--- config.mk ---
export PLATFORM = sky130hd
export DESIGN_NAME = vram_burst_reader
export DESIGN_NICKNAME = d
export VERILOG_FILES = /design/src/rtl/vram_burst_reader.sv
export SDC_FILE = /design/constraint.sdc
export NUM_CORES = 1
export LEC_CHECK = 0
export CAP_MARGIN = 30
export CORE_ASPECT_RATIO = 0.8
export CORE_MARGIN = 2
export CORE_UTILIZATION = 47
export CTS_BUF_LIST = sky130_fd_sc_hd__clkbuf_16
export DETAILED_ROUTE_END_ITERATION = 7
export GPL_TIMING_DRIVEN = 0
export MAX_ROUTING_LAYER = met4
export PLACE_DENSITY_LB_ADDON = 0.3
export SLEW_MARGIN = 0
export SYNTH_ARGS = -nofsm -noshare
export SYNTH_HDL_FRONTEND = slang
export SYNTH_SLANG_ARGS = --single-unit
--- constraint.sdc ---
create_clock -name clk -period 4.05 [get_ports clk]
set_clock_uncertainty 0.05 [all_clocks]
set_input_delay 0.405 -clock clk [delete_from_list [all_inputs] [get_ports clk]]
set_output_delay 0.405 -clock clk [all_outputs]
set_load 0.005 [all_outputs]
--- src/rtl/vram_burst_reader.sv ---
// vram_burst_reader: turns a (start address, word count) command into a series
// of strobe/ack reads on one VRAM arbiter port. Returned words are buffered in a
// small FIFO that a renderer drains over valid/ready.
module vram_burst_reader #(
  parameter int unsigned FIFO_DEPTH = 4
) (
  input  logic        clk,
  input  logic        reset,
  input  logic        start,
  input  logic [14:0] start_addr,
  input  logic [8:0]  word_count,
  input  logic        abort,
  output logic        busy,
  output logic        done,
  output logic [14:0] bus_addr,
  output logic        bus_strobe,
  input  logic [31:0] bus_rddata,
  input  logic        bus_ack,
  output logic [31:0] out_data,
  output logic        out_valid,
  input  logic        out_ready
);

  localparam int unsigned PTR_W = $clog2(FIFO_DEPTH);
  localparam int unsigned CNT_W = PTR_W + 1;
  localparam logic [CNT_W-1:0] DEPTH_C = CNT_W'(FIFO_DEPTH);

  typedef enum logic [1:0] {
    ST_IDLE,
    ST_FETCH,
    ST_DRAIN
  } state_t;

  state_t           state_q, state_d;
  logic             busy_q, busy_d;
  logic             done_q, done_d;
  logic             strobe_q, strobe_d;
  logic [14:0]      addr_q, addr_d;
  logic [8:0]       left_q, left_d;
  logic [CNT_W-1:0] count_q, count_d;
  logic [PTR_W-1:0] wr_ptr_q, wr_ptr_d;
  logic [PTR_W-1:0] rd_ptr_q, rd_ptr_d;
  logic [31:0]      fifo_mem_q [FIFO_DEPTH];

  logic             push;
  logic             pop;
  logic [CNT_W-1:0] count_step;
  logic [8:0]       left_step;

  // An ack only counts while a request is actually outstanding in FETCH;
  // acks in IDLE/DRAIN or in an aborting cycle are stale and dropped.
  assign push       = (state_q == ST_FETCH) && strobe_q && bus_ack && !abort;
  assign pop        = (count_q != '0) && out_ready;
  assign count_step = count_q + CNT_W'(push) - CNT_W'(pop);
  assign left_step  = left_q - 9'(push);

  assign busy       = busy_q;
  assign done       = done_q;
  assign bus_addr   = addr_q;
  assign bus_strobe = strobe_q;
  assign out_valid  = (count_q != '0);
  assign out_data   = (count_q != '0) ? fifo_mem_q[rd_ptr_q] : '0;

  // Next-state logic for the burst sequencer, request port and FIFO pointers.
  always_comb begin
    state_d  = state_q;
    busy_d   = busy_q;
    done_d   = 1'b0;
    strobe_d = strobe_q;
    addr_d   = addr_q;
    left_d   = left_q;
    count_d  = count_step;
    wr_ptr_d = push ? wr_ptr_q + PTR_W'(1) : wr_ptr_q;
    rd_ptr_d = pop  ? rd_ptr_q + PTR_W'(1) : rd_ptr_q;

    if (abort) begin
      state_d  = ST_IDLE;
      busy_d   = 1'b0;
      strobe_d = 1'b0;
      count_d  = '0;
      wr_ptr_d = '0;
      rd_ptr_d = '0;
    end else begin
      unique case (state_q)
        ST_IDLE: begin
          if (start) begin
            if (word_count != '0) begin
              state_d  = ST_FETCH;
              busy_d   = 1'b1;
              strobe_d = 1'b1;
              addr_d   = start_addr;
              left_d   = word_count;
            end else begin
              done_d = 1'b1;
            end
          end
        end
        ST_FETCH: begin
          if (push) begin
            addr_d = addr_q + 15'd1;
          end
          left_d = left_step;
          if (left_step == '0) begin
            state_d  = ST_DRAIN;
            strobe_d = 1'b0;
          end else begin
            // Request only when the returned word is sure to have a slot;
            // an unanswered request is held regardless.
            strobe_d = (strobe_q && !push) || (count_step < DEPTH_C);
          end
        end
        ST_DRAIN: begin
          if (count_step == '0) begin
            state_d = ST_IDLE;
            busy_d  = 1'b0;
            done_d  = 1'b1;
          end
        end
        default: begin
          state_d  = ST_IDLE;
          busy_d   = 1'b0;
          strobe_d = 1'b0;
        end
      endcase
    end
  end

  // Control state and registered outputs, cleared asynchronously.
  always_ff @(posedge clk or posedge reset) begin
    if (reset) begin
      state_q  <= ST_IDLE;
      busy_q   <= 1'b0;
      done_q   <= 1'b0;
      strobe_q <= 1'b0;
      addr_q   <= '0;
      left_q   <= '0;
      count_q  <= '0;
      wr_ptr_q <= '0;
      rd_ptr_q <= '0;
    end else begin
      state_q  <= state_d;
      busy_q   <= busy_d;
      done_q   <= done_d;
      strobe_q <= strobe_d;
      addr_q   <= addr_d;
      left_q   <= left_d;
      count_q  <= count_d;
      wr_ptr_q <= wr_ptr_d;
      rd_ptr_q <= rd_ptr_d;
    end
  end

  // FIFO storage; contents need no reset since occupancy gates visibility.
  always_ff @(posedge clk) begin
    if (push) begin
      fifo_mem_q[wr_ptr_q] <= bus_rddata;
    end
  end

  // The request reservation must make a push into a full FIFO unreachable.
  always_ff @(posedge clk) begin
    if (!reset) begin
      assert (!(push && (count_q == DEPTH_C)))
        else $error("vram_burst_reader: push into full FIFO");
    end
  end

endmodule

==> flow_summary.json <==
{
  "status": "complete, no violations",
  "synthDistinctLibCells": 67,
  "rsz0062_at_grt": "no",
  "synth_common_cells": "edfxtp_1 (128), and2_1 (37), dfrtp_1 (36), mux4_2 (32), inv_1 (24)",
  "yosys.area.top_type": "edfxtp_1",
  "path_class": "primary input to flip-flop",
  "cts-root-buf": "clkbuf_16",
  "overflow": 0,
  "drv_cap": 0,
  "htreeDepth": 4,
  "clock.fmax_mhz": 269,
  "synth_fp_nets": 547,
  "clkTransAtPathRegs_ps": 70,
  "synth_edf_count": 128,
  "diodes": 0,
  "ctsResizeCount": 0,
  "die_area_um2": 16600,
  "clock_latency_ps": 420,
  "syn_to_final_growth_pct": 26.6,
  "first_global_vias": 4759,
  "coreArea_um2": 15100,
  "layout.nets": 678,
  "period_minus_slack_ps": 3710,
  "place_congestion": 0.948,
  "grt_pass1_wl_um": 25200,
  "port_buffers": 112,
  "rows": 40,
  "r2r_end": "left_q[8]",
  "wirelength_um": 16300,
  "die_x_um": 143,
  "ys_async_sr_fraction_pct": 22.0,
  "drv_slew": 0,
  "rr_worst_depth": 11,
  "power_density_nw_per_um2": 555,
  "fin_setup_tns_ps": 0,
  "fillCellCount": 1165,
  "fin_util_pct": 61.2,
  "tightest_slew_ps": 919,
  "fin_crit_sh_pct": 91.6,
  "initial_core_util_pct": 48.4,
  "first_iter_violations": 404,
  "antenna_found_initial": 0,
  "setup_violations": 0,
  "via_per_inst": 5.74,
  "drt_pre_antenna_iters": 7,
  "crit_arrival_ps": 3970,
  "critPathCaptureType": "flip-flop",
  "r2r_slack_ps": 350,
  "worstPathMaxFanout": 10,
  "route.detailed.drc": 0,
  "maxSlewHeadroom_pct": 38.7,
  "hpwl_um": 10900,
  "die_h_um": 116,
  "drtAntennaViolNets": 0,
  "crit_required_ps": 4310,
  "cts_setup_buffers": 0,
  "hold_buffers": 0,
  "startpoint": "abort",
  "ys_seq_elements": 164,
  "vias": 4756,
  "worst_setup_path_start_kind": "primary input",
  "yosysMostFrequentCell": "edfxtp_1",
  "synth_top_cells_by_area": "edfxtp_1 (53%), dfrtp_1 (12%), mux4_2 (9.9%)",
  "grt_use_total_pct": 21.3,
  "r2r-start": "state_q[1]",
  "layout-drive-gt1-share_pct": 15.5,
  "cts_buffers": 17,
  "ys.flop_type": "edfxtp_1",
  "syn_inst": 475,
  "hp-class": "primary input to asynchronous set/reset pin",
  "hold_slack_ps": 409,
  "hold_viol": 0,
  "cp-endpoint": "left_q[8]",
  "avgSynthCellArea_um2": 15.4,
  "cts_buffer_depth": 2,
  "synth_seq_area_share_pct": 64.9,
  "leakage_nw": 3.20,
  "grt_max_degree": 37,
  "synth_top_cell_area_share_pct": 52.6,
  "syn_area_um2": 7310,
  "cts_tree": "yes",
  "vdd_drop_max_mv": 0.306,
  "yosys_warnings": 0,
  "clock-sinks": 164,
  "wire_per_inst_um": 19.7,
  "io_pins": 113
}
-- worst max-delay path, cell delays in order --
cell,delay (ps)
clkdlybuf4s50_1,500
nor3b_1,450
nand3_1,200
inv_1,180
buf_2,270
ha_1,240
ha_1,270
or4b_4,530
nor4_1,250
mux2_2,370
a221o_1,290
-- per-layer routing --
| metal | part of all wire, % | GRT usage, % | vias up |
|---|---|---|---|
| li1 | - | - | 2136 |
| met5 | 0 | - | - |
| met3 | 6.4 | 4.50 | 20 |
| met1 | 43 | 27.8 | 2419 |
| met2 | 49 | 33.3 | 181 |
| met4 | 1.7 | 8.37 | 0 |
-- registers in the layout, indices dropped and copies added (netlist names) --
name / count
fifo_mem_q: 128
bus_addr: 15
left_q: 9
count_q: 3
rd_ptr_q: 2
state_q: 2
wr_ptr_q: 2
bus_strobe: 1
busy: 1
done: 1
-- where the power goes --
| part | internal, mW | total, mW | switching (mW) |
|---|---|---|---|
| clock | 0.848 | 1.51 | 0.661 |
| sequential | 1.92 | 2.03 | 0.108 |
| combinational | 0.923 | 1.60 | 0.677 |
-- through the flow --
stage               std cells  area (um^2)  worst slack, ps  power, mW
floorplan                 475         7310              917       2.86
global placement          797         8690             63.8       3.63
detailed placement        797         8700             3.79       3.67
CTS                       829         9260              379       5.18
global route              829         9260              173       5.38
finish                    829         9260              339       5.13
-- cells in the final DEF, fill, tap and decap left out, types with 14 or more instances in the layout --
| cell type | n |
|---|---|
| edfxtp_1 | 128 |
| mux4_2 | 32 |
| o22ai_1 | 14 |
| inv_1 | 23 |
| and2_1 | 33 |
| dfrtp_1 | 36 |
| clkbuf_16 | 17 |
| clkdlybuf4s50_1 | 112 |
| clkbuf_1 | 15 |
| nor2_1 | 23 |
-- layout make-up --
cell class | count | area (um^2) | area share, %
flip-flops and latches | 164 | 4740 | 51.3
repair buffers | 112 | 1120 | 12.1
well taps | 210 | 263 | 2.84
plain buffers | 28 | 145 | 1.57
multi-input cells | 259 | 2330 | 25.2
clock buffers | 17 | 425 | 4.60
inverters | 24 | 90.1 | 0.973
clock inverters | 15 | 133 | 1.43
-- worst min-delay path by stage --
stage | start | endpoint | slack, ps
4_1_cts | reset | bus_addr[14] | 420
6_report | reset | bus_addr[11] | 410
3_5_place_dp | bus_addr[14] | bus_addr[14] | 480
3_3_place_gp | bus_addr[14] | bus_addr[14] | 460
2_1_floorplan | left_q[0] | left_q[0] | 440
5_1_grt | reset | bus_addr[14] | 470
-- cells by family after synthesis --
| group | count (synthesis) | synth area share [%] |
|---|---|---|
| muxes | 38 | 10.7 |
| xor gates and xnor gates | 7 | 1.03 |
| buffers and inverters | 52 | 3.22 |
| adders and majority gates | 10 | 1.81 |
| and+or+nand+nor | 118 | 9.64 |
| DFF | 164 | 64.9 |
| AOI/OAI and AO/OA | 86 | 8.68 |
Power figures use the tool's default switching activity.
